==> config.mk <==
export PLATFORM = sky130hd
export DESIGN_NAME = dmem_arbiter
export DESIGN_NICKNAME = d
export VERILOG_FILES = /design/src/rtl/dmem_arb_pkg.sv /design/src/rtl/dmem_arbiter_rr_pick2.sv /design/src/rtl/dmem_arbiter.sv
export SDC_FILE = /design/constraint.sdc
export NUM_CORES = 1
export LEC_CHECK = 0
export CORE_ASPECT_RATIO = 1.4
export CORE_MARGIN = 4
export CORE_UTILIZATION = 39
export DETAILED_ROUTE_END_ITERATION = 8
export PLACE_DENSITY = 0.95
export RECOVER_POWER = 50
export SLEW_MARGIN = 40
export SYNTH_ARGS = -nofsm -noshare
export SYNTH_HDL_FRONTEND = slang
export SYNTH_SLANG_ARGS = --single-unit
==> constraint.sdc <==
create_clock -name clk -period 3.12 [get_ports clk]
set_input_delay 0.312 -clock clk [delete_from_list [all_inputs] [get_ports clk]]
set_output_delay 0.312 -clock clk [all_outputs]
set_load 0.03 [all_outputs]
==> src/rtl/dmem_arb_pkg.sv <==
// ============================================================================
// Module      : dmem_arb_pkg
// Description : Shared encodings for the data-memory arbiter.
// Revision    : 1.0 - initial release
// ============================================================================
`default_nettype none

package dmem_arb_pkg;

    typedef enum logic [1:0] {
        ST_IDLE = 2'd0,
        ST_OWN0 = 2'd1,
        ST_OWN1 = 2'd2
    } arb_state_e;

    localparam logic [1:0] c_owner_idle = 2'b00;
    localparam logic [1:0] c_owner_p0   = 2'b01;
    localparam logic [1:0] c_owner_p1   = 2'b10;

    localparam logic c_port0 = 1'b0;
    localparam logic c_port1 = 1'b1;

    function automatic arb_state_e port_state(input logic port);
        return (port == c_port1) ? ST_OWN1 : ST_OWN0;
    endfunction

endpackage

`default_nettype wire

==> src/rtl/dmem_arbiter_rr_pick2.sv <==
// ============================================================================
// Module      : rr_pick2
// Description : Two-way round-robin picker; on a tie the port that is not
//               'last' wins.
// Revision    : 1.0 - initial release
// ============================================================================
`default_nettype none

module rr_pick2 (
    input  logic req0,
    input  logic req1,
    input  logic last,
    output logic pick,
    output logic any
);

    assign any  = req0 | req1;
    assign pick = (req0 & req1) ? ~last : req1;

endmodule

`default_nettype wire

==> src/rtl/dmem_arbiter.sv <==
// ============================================================================
// Module      : dmem_arbiter
// Description : Round-robin arbiter with bounded locked bursts sharing one
//               single-port data memory between core (port 0) and host (port 1).
// Revision    : 1.0 - initial release
// ============================================================================
`default_nettype none

module dmem_arbiter
    import dmem_arb_pkg::*;
#(
    parameter int ADDR_W    = 4,
    parameter int DATA_W    = 8,
    parameter int MAX_BURST = 4
) (
    input  logic              clk,
    input  logic              rst,
    input  logic              req0,
    input  logic              we0,
    input  logic              lock0,
    input  logic [ADDR_W-1:0] addr0,
    input  logic [DATA_W-1:0] wdata0,
    input  logic              req1,
    input  logic              we1,
    input  logic              lock1,
    input  logic [ADDR_W-1:0] addr1,
    input  logic [DATA_W-1:0] wdata1,
    output logic              gnt0,
    output logic              gnt1,
    output logic [DATA_W-1:0] rdata0,
    output logic [DATA_W-1:0] rdata1,
    output logic              rvalid0,
    output logic              rvalid1,
    output logic              mem_e,
    output logic              mem_we,
    output logic [ADDR_W-1:0] mem_addr,
    output logic [DATA_W-1:0] mem_wdata,
    input  logic [DATA_W-1:0] mem_rdata,
    output logic [1:0]        owner
);

    localparam int              BEAT_W      = $clog2(MAX_BURST) + 1;
    localparam logic [BEAT_W-1:0] c_beat_last = BEAT_W'(MAX_BURST - 1);

    arb_state_e        state_q, state_d;
    logic              last_q, last_d;
    logic [BEAT_W-1:0] beat_q, beat_d;
    logic [DATA_W-1:0] rdata0_q, rdata0_d;
    logic [DATA_W-1:0] rdata1_q, rdata1_d;
    logic              rvalid0_q, rvalid0_d;
    logic              rvalid1_q, rvalid1_d;

    logic w_own0;
    logic w_own1;
    logic w_gnt;
    logic w_port;
    logic w_lock_x;
    logic w_stay;
    logic w_release;
    logic w_pick_req0;
    logic w_pick_req1;
    logic w_pick;
    logic w_any;

    always_comb begin
        w_own0    = (state_q == ST_OWN0);
        w_own1    = (state_q == ST_OWN1);
        gnt0      = w_own0 & req0;
        gnt1      = w_own1 & req1;
        w_gnt     = gnt0 | gnt1;
        w_port    = w_own1 ? c_port1 : c_port0;
        w_lock_x  = w_own1 ? lock1 : lock0;
        w_stay    = w_gnt & w_lock_x & (beat_q < c_beat_last);
        // An owner that did not stay (cap, lock dropped or request dropped) releases.
        w_release = (state_q != ST_IDLE) & ~w_stay;
        last_d    = w_release ? w_port : last_q;
        if (w_release) begin
            beat_d = '0;
        end else if (w_gnt) begin
            beat_d = beat_q + BEAT_W'(1);
        end else begin
            beat_d = beat_q;
        end
        // On release the current owner only competes for a fresh locked burst,
        // with last_d already pointing at it so the other port wins any tie.
        w_pick_req0 = w_own0 ? (req0 & lock0) : req0;
        w_pick_req1 = w_own1 ? (req1 & lock1) : req1;
    end

    rr_pick2 u_pick (
        .req0 (w_pick_req0),
        .req1 (w_pick_req1),
        .last (last_d),
        .pick (w_pick),
        .any  (w_any)
    );

    always_comb begin
        if (w_stay) begin
            state_d = state_q;
        end else if (w_any) begin
            state_d = port_state(w_pick);
        end else begin
            state_d = ST_IDLE;
        end
    end

    always_comb begin
        mem_e     = w_gnt;
        mem_we    = (gnt0 & we0) | (gnt1 & we1);
        mem_addr  = '0;
        mem_wdata = '0;
        if (gnt0) begin
            mem_addr  = addr0;
            mem_wdata = wdata0;
        end else if (gnt1) begin
            mem_addr  = addr1;
            mem_wdata = wdata1;
        end

        if (w_own0) begin
            owner = c_owner_p0;
        end else if (w_own1) begin
            owner = c_owner_p1;
        end else begin
            owner = c_owner_idle;
        end

        rvalid0_d = gnt0 & ~we0;
        rvalid1_d = gnt1 & ~we1;
        rdata0_d  = rvalid0_d ? mem_rdata : rdata0_q;
        rdata1_d  = rvalid1_d ? mem_rdata : rdata1_q;
    end

    always_ff @(posedge clk or posedge rst) begin
        if (rst) begin
            state_q   <= ST_IDLE;
            last_q    <= c_port1;
            beat_q    <= '0;
            rdata0_q  <= '0;
            rdata1_q  <= '0;
            rvalid0_q <= 1'b0;
            rvalid1_q <= 1'b0;
        end else begin
            state_q   <= state_d;
            last_q    <= last_d;
            beat_q    <= beat_d;
            rdata0_q  <= rdata0_d;
            rdata1_q  <= rdata1_d;
            rvalid0_q <= rvalid0_d;
            rvalid1_q <= rvalid1_d;
        end
    end

    assign rdata0  = rdata0_q;
    assign rdata1  = rdata1_q;
    assign rvalid0 = rvalid0_q;
    assign rvalid1 = rvalid1_q;

endmodule

`default_nettype wire

; ---- Word level (Yosys, flattened, before mapping)
; Index checks and enable logic that the tools add are counted.
[word_totals]
reg_bits = 24
[classes]
n_mux = 16
addsub = 1
reduce_logical = 2
n_bitwise = 19
n_eq_ne = 2
n_lt_le_gt_ge = 1
[ops]
columns = operator, n
row1 = $mux W8, 2
row2 = $and A1 B1 Y1, 12
row3 = $mux W2, 4
row4 = $mux W4, 2
row5 = $mux W1, 6
row6 = $mux W3, 2
row7 = $not A1 Y1, 4
row8 = $reduce_bool A2 Y1, 2
row9 = $add A3 B1 Y3 const B, 1
row10 = $lt A3 B2 Y1 const B, 1
row11 = $or A1 B1 Y1, 3
row12 = $eq A2 B1 Y1 const B, 1
row13 = $eq A2 B2 Y1 const B, 1

; ---- Logic depth before layout (Yosys ltp)
[depth]
word_depth = 12
mapped_depth = 6

; ---- Cells and area by module
; A second synthesis with hierarchy kept.
[hier_totals]
cells_unflattened = 94
hier_area_um2 = 1189.9
[modules_own_cells]
columns = module, seq_area_each_um2, area_per_inst_um2, instances, cells_per_inst
row1 = dmem_arbiter, 601.8, 1176.1, 1, 92
row2 = rr_pick2, 0.0, 13.8, 1, 2

; ---- Worst setup path before layout
; OpenSTA, ideal clock, no wires.
[synth_path]
kind = reg-to-output
start = register state_q[1]
end = output port mem_addr[0]
t_arrival_ps = 1652
path_slack_ps = 1156
stages_incl_launch_ff = 5
n_path_buf = 2
t_required_ps = 2808
path_cell_list = dfrtp_1 and3b_1 buf_6 clkbuf_1 a22o_1
[synth_via]
elab_cells_between_ends = 6
classes_between = eq/ne: 2 / mux: 2 / bitwise: 2
[synth_rtl]
columns = element, line
row1 = "start, declared", dmem_arbiter.sv:45  ; arb_state_e state_q, state_d;
row2 = "start signal, assigned", dmem_arbiter.sv:145  ; state_q <= state_d;
row3 = $eq A2 B1 Y1, dmem_arbiter.sv:66  ; w_own0 = (state_q == ST_OWN0);
row4 = $and A1 B1 Y1, dmem_arbiter.sv:68  ; gnt0 = w_own0 & req0;
row5 = via gnt0, dmem_arbiter.sv:28  ; output logic gnt0,
row6 = $mux W4, dmem_arbiter.sv:113  ; if (gnt0) begin
row7 = "end, declared", dmem_arbiter.sv:36  ; output logic [ADDR_W-1:0] mem_addr,
; The timed path passes the listed nets, and every way through them passes these cells.

; ---- Final worst setup path
[layout_path]
start = input port req0
end = output port mem_e
[layout_via]
elab_chain_cells = 2
[layout_rtl]
columns = element, line
row1 = "start, declared", dmem_arbiter.sv:18  ; input logic req0,
row2 = $and A1 B1 Y1, dmem_arbiter.sv:68
row3 = $or A1 B1 Y1, dmem_arbiter.sv:70  ; w_gnt = gnt0 | gnt1;
row4 = "end, declared", dmem_arbiter.sv:34  ; output logic mem_e,
; No other way between the ends.

==> flow_metrics.env <==
export IMPL_synth_edf_count=0
export IMPL_cts_tree="built"
export IMPL_yosys_area_share_adder_pct=1.04
export IMPL_place_ws_ns=0.483
export IMPL_dp_cells=204
export IMPL_rsz0062_at_grt="false"
export IMPL_power_uw=1730
export IMPL_fin_cells=208
export IMPL_clock_path_buffers=2
export IMPL_antenna_found_initial=0
export IMPL_grt_pass1_vias=1060
export IMPL_fin_nets=213
export IMPL_antenna_left=0
export IMPL_seqPwrFrac_pct=30.7
export IMPL_cp_required_ns=2.81
export IMPL_ys_seq_area_share_pct=50.1
export IMPL_syn_cell_area_um2=1200
export IMPL_drv_slew=0
export IMPL_grt_pass1_wl_um=5280
export IMPL_dr_total_vias=1051
export IMPL_drive_gt1_share_pct=12.3
export IMPL_ys_flop_type="dfrtp_1"
export IMPL_arrival_ns=2.33
export IMPL_synth_top_family_by_area="compound AO/OA/AOI/OAI gates"
export IMPL_synthTopCellsByCount="23 x dfrtp_1, 13 x a22o_1, 13 x mux2_2"
export IMPL_drt_wirelength_per_cell_um=16.9
export IMPL_drtIter0Drc=23
export IMPL_hold_viol=0
export IMPL_slew_headroom_pct=42.0
export IMPL_die_h_um=73.7
export IMPL_initial_utilization_pct=41.3
export IMPL_synth_simple_area_share_pct=8.85
export IMPL_numPortBuffers=75
export IMPL_cts_resized=0
export IMPL_synthCells=96
export IMPL_hpwl_um=2910
export IMPL_async_flop_share_pct=100
export IMPL_finalCritPeriodShare_pct=84.5
export IMPL_ys_top_cells_by_area="dfrtp_1 48%, mux2_2 12%, a22o_1 9.5%, buf_6 3.8%, mux2_1 2.8%"
export IMPL_synthToLayoutAreaGrowth_pct=66.4
export IMPL_hold_buffers=0
export IMPL_post_cts_buffers=0
export IMPL_clkSinkCount=24
export IMPL_fmaxAchievable_mhz=379
export IMPL_synth_cell_types=32
export IMPL_setup_viol=0
export IMPL_n_antenna_cell=0
export IMPL_clkTransAtPathRegs_ns=0.07
export IMPL_tns_ns=0
export IMPL_synthMuxAreaShare_pct=15.8
export IMPL_root_buffer="clkbuf_8"
export IMPL_leakage_uw=0.000856
export IMPL_yosys_warnings=0
export IMPL_crit_type="input pin to output pin"
export IMPL_syn_avg_cell_area_um2=12.5
export IMPL_rows=23
export IMPL_wl_um=3510
export IMPL_clock_skew_ns=0.0101
export IMPL_max_cap_violations=0
export IMPL_grtUsageTotal_pct=17.9
export IMPL_die_area_um2=4040
export IMPL_power_switching_share_pct=42.4
export IMPL_yosysTopAreaCellShare_pct=47.9
export IMPL_finalCriticalPeriod_ns=2.64
export IMPL_clk_latency_ns=0.26
export IMPL_grt_overflow=0
export IMPL_placed_area_um2=1960
export IMPL_p_sw_uw=733
export IMPL_grt_max_degree=25
export IMPL_critPathLaunchType="input pin"
export IMPL_cts_buffers=3
export IMPL_vias_per_cell=5.05
export IMPL_io_pins=76
export IMPL_drc=0
export IMPL_core_area_um2=2910
export IMPL_drtPass1Iterations=4
export IMPL_synth_compound_area_share_pct=16.1
export IMPL_setup_ws_ns=0.482
export IMPL_synth_seq_cells=24
export IMPL_finish_instance_area_um2=2000
export IMPL_p_comb_share_pct=59.1
export IMPL_worst_pin_slew_ns=0.869
export IMPL_p_clk_share_pct=10.2
export IMPL_internal_power_uw=997
export IMPL_h_tree_depth=1
export IMPL_synthXorXnorAreaFrac_pct=1.46
export IMPL_worst_ir_drop_vdd_mv=0.552
export IMPL_synth_top_cell_by_area="dfrtp_1"
export IMPL_min_path_type="flip-flop to flip-flop"
export IMPL_fp_dieW_um=54.9
export IMPL_endpoint_kind="output pin"
export IMPL_gp_congestion=0.765
export IMPL_status="completed"
export IMPL_synth_most_common_cell="dfrtp_1"
export IMPL_crit_fanout=16
export IMPL_power_density_nw_per_um2=866
export IMPL_syn_nets=137
state kept, by name, summed over array words and instances (netlist names):
name     count
beat_q       3
rvalid1      1
rvalid0      1
rdata1       8
rdata0       8
state_q      2
last_q       1
through the flow:
stage                     hold WS (ns)  utilization (%)
final                            0.484             68.7
after global routing             0.504             68.7
after CTS                        0.495             69.0
after detailed placement         0.478             67.5
after global placement           0.470             67.5
after floorplan                  0.326                -
routing by layer:
| metal | GRT usage, % | share of wire (%) |
|---|---|---|
| met3 | 3.25 | 6.5 |
| met2 | 32.1 | 56 |
| met5 | 0 | 0 |
| met1 | 20.7 | 35 |
| met4 | 5.41 | 1.7 |
final timing paths:
path | depth (start not counted) | slack (ns) | from | to
min reg2reg | 1 | 0.48 | rdata1[0] | rdata1[0]
min | 1 | 0.48 | rdata1[0] | rdata1[0]
max | 4 | 0.48 | req0 | mem_e
min in group asynchronous | 2 | 0.67 | rst | rvalid1
max in group asynchronous | 2 | 1.91 | rst | rdata0[1]
max reg2reg | 5 | 1.04 | state_q[0] | rdata1[1]
power groups by stage:
| stage | sequential (µW) | combinational [µW] | clock, µW |
|---|---|---|---|
| after floorplan | 742 | 438 | 0 |
| after global placement | 531 | 1050 | 0 |
| after detailed placement | 543 | 1080 | 0 |
| after CTS | 536 | 1080 | 183 |
| after global routing | 547 | 1090 | 199 |
| final | 530 | 1020 | 177 |
worst max-delay path: stages:
cell and delay [ns]:
clkdlybuf4s50_1 0.54, and3b_1 0.53, or2_1 0.24, clkdlybuf4s50_1 0.70
layout by cell type (no fill, tap or decap), types with 2 or more instances in the layout:
cell / n
nand3_1: 3
a22o_1: 13
mux2_1: 3
nor2_1: 2
nor2b_1: 3
mux2_2: 13
buf_4: 4
and2_1: 2
dlygate4sd3_1: 18
clkbuf_8: 3
a21boi_0: 2
nand2_1: 2
and3b_1: 2
clkdlybuf4s50_1: 57
dfrtp_1: 23
inv_1: 3
cells by family (layout without fill, tap and decap cells):
logic type	count (synthesis)	in the layout
fa+ha+maj	1	1
xor+xnor	2	2
simple gates	18	18
compound gates	23	23
flops	24	24
buf+inv	11	86
mux	17	17
layout make-up:
cell class              count  area [µm²]
inverters                   3        11.3
well taps                  37        46.3
multi-input cells          61         513
fillers                   209         908
clock buffers               4        45.0
flip-flops and latches     24         602
repair buffers             79         781
Note: power is estimated with default switching activity, not from simulation.
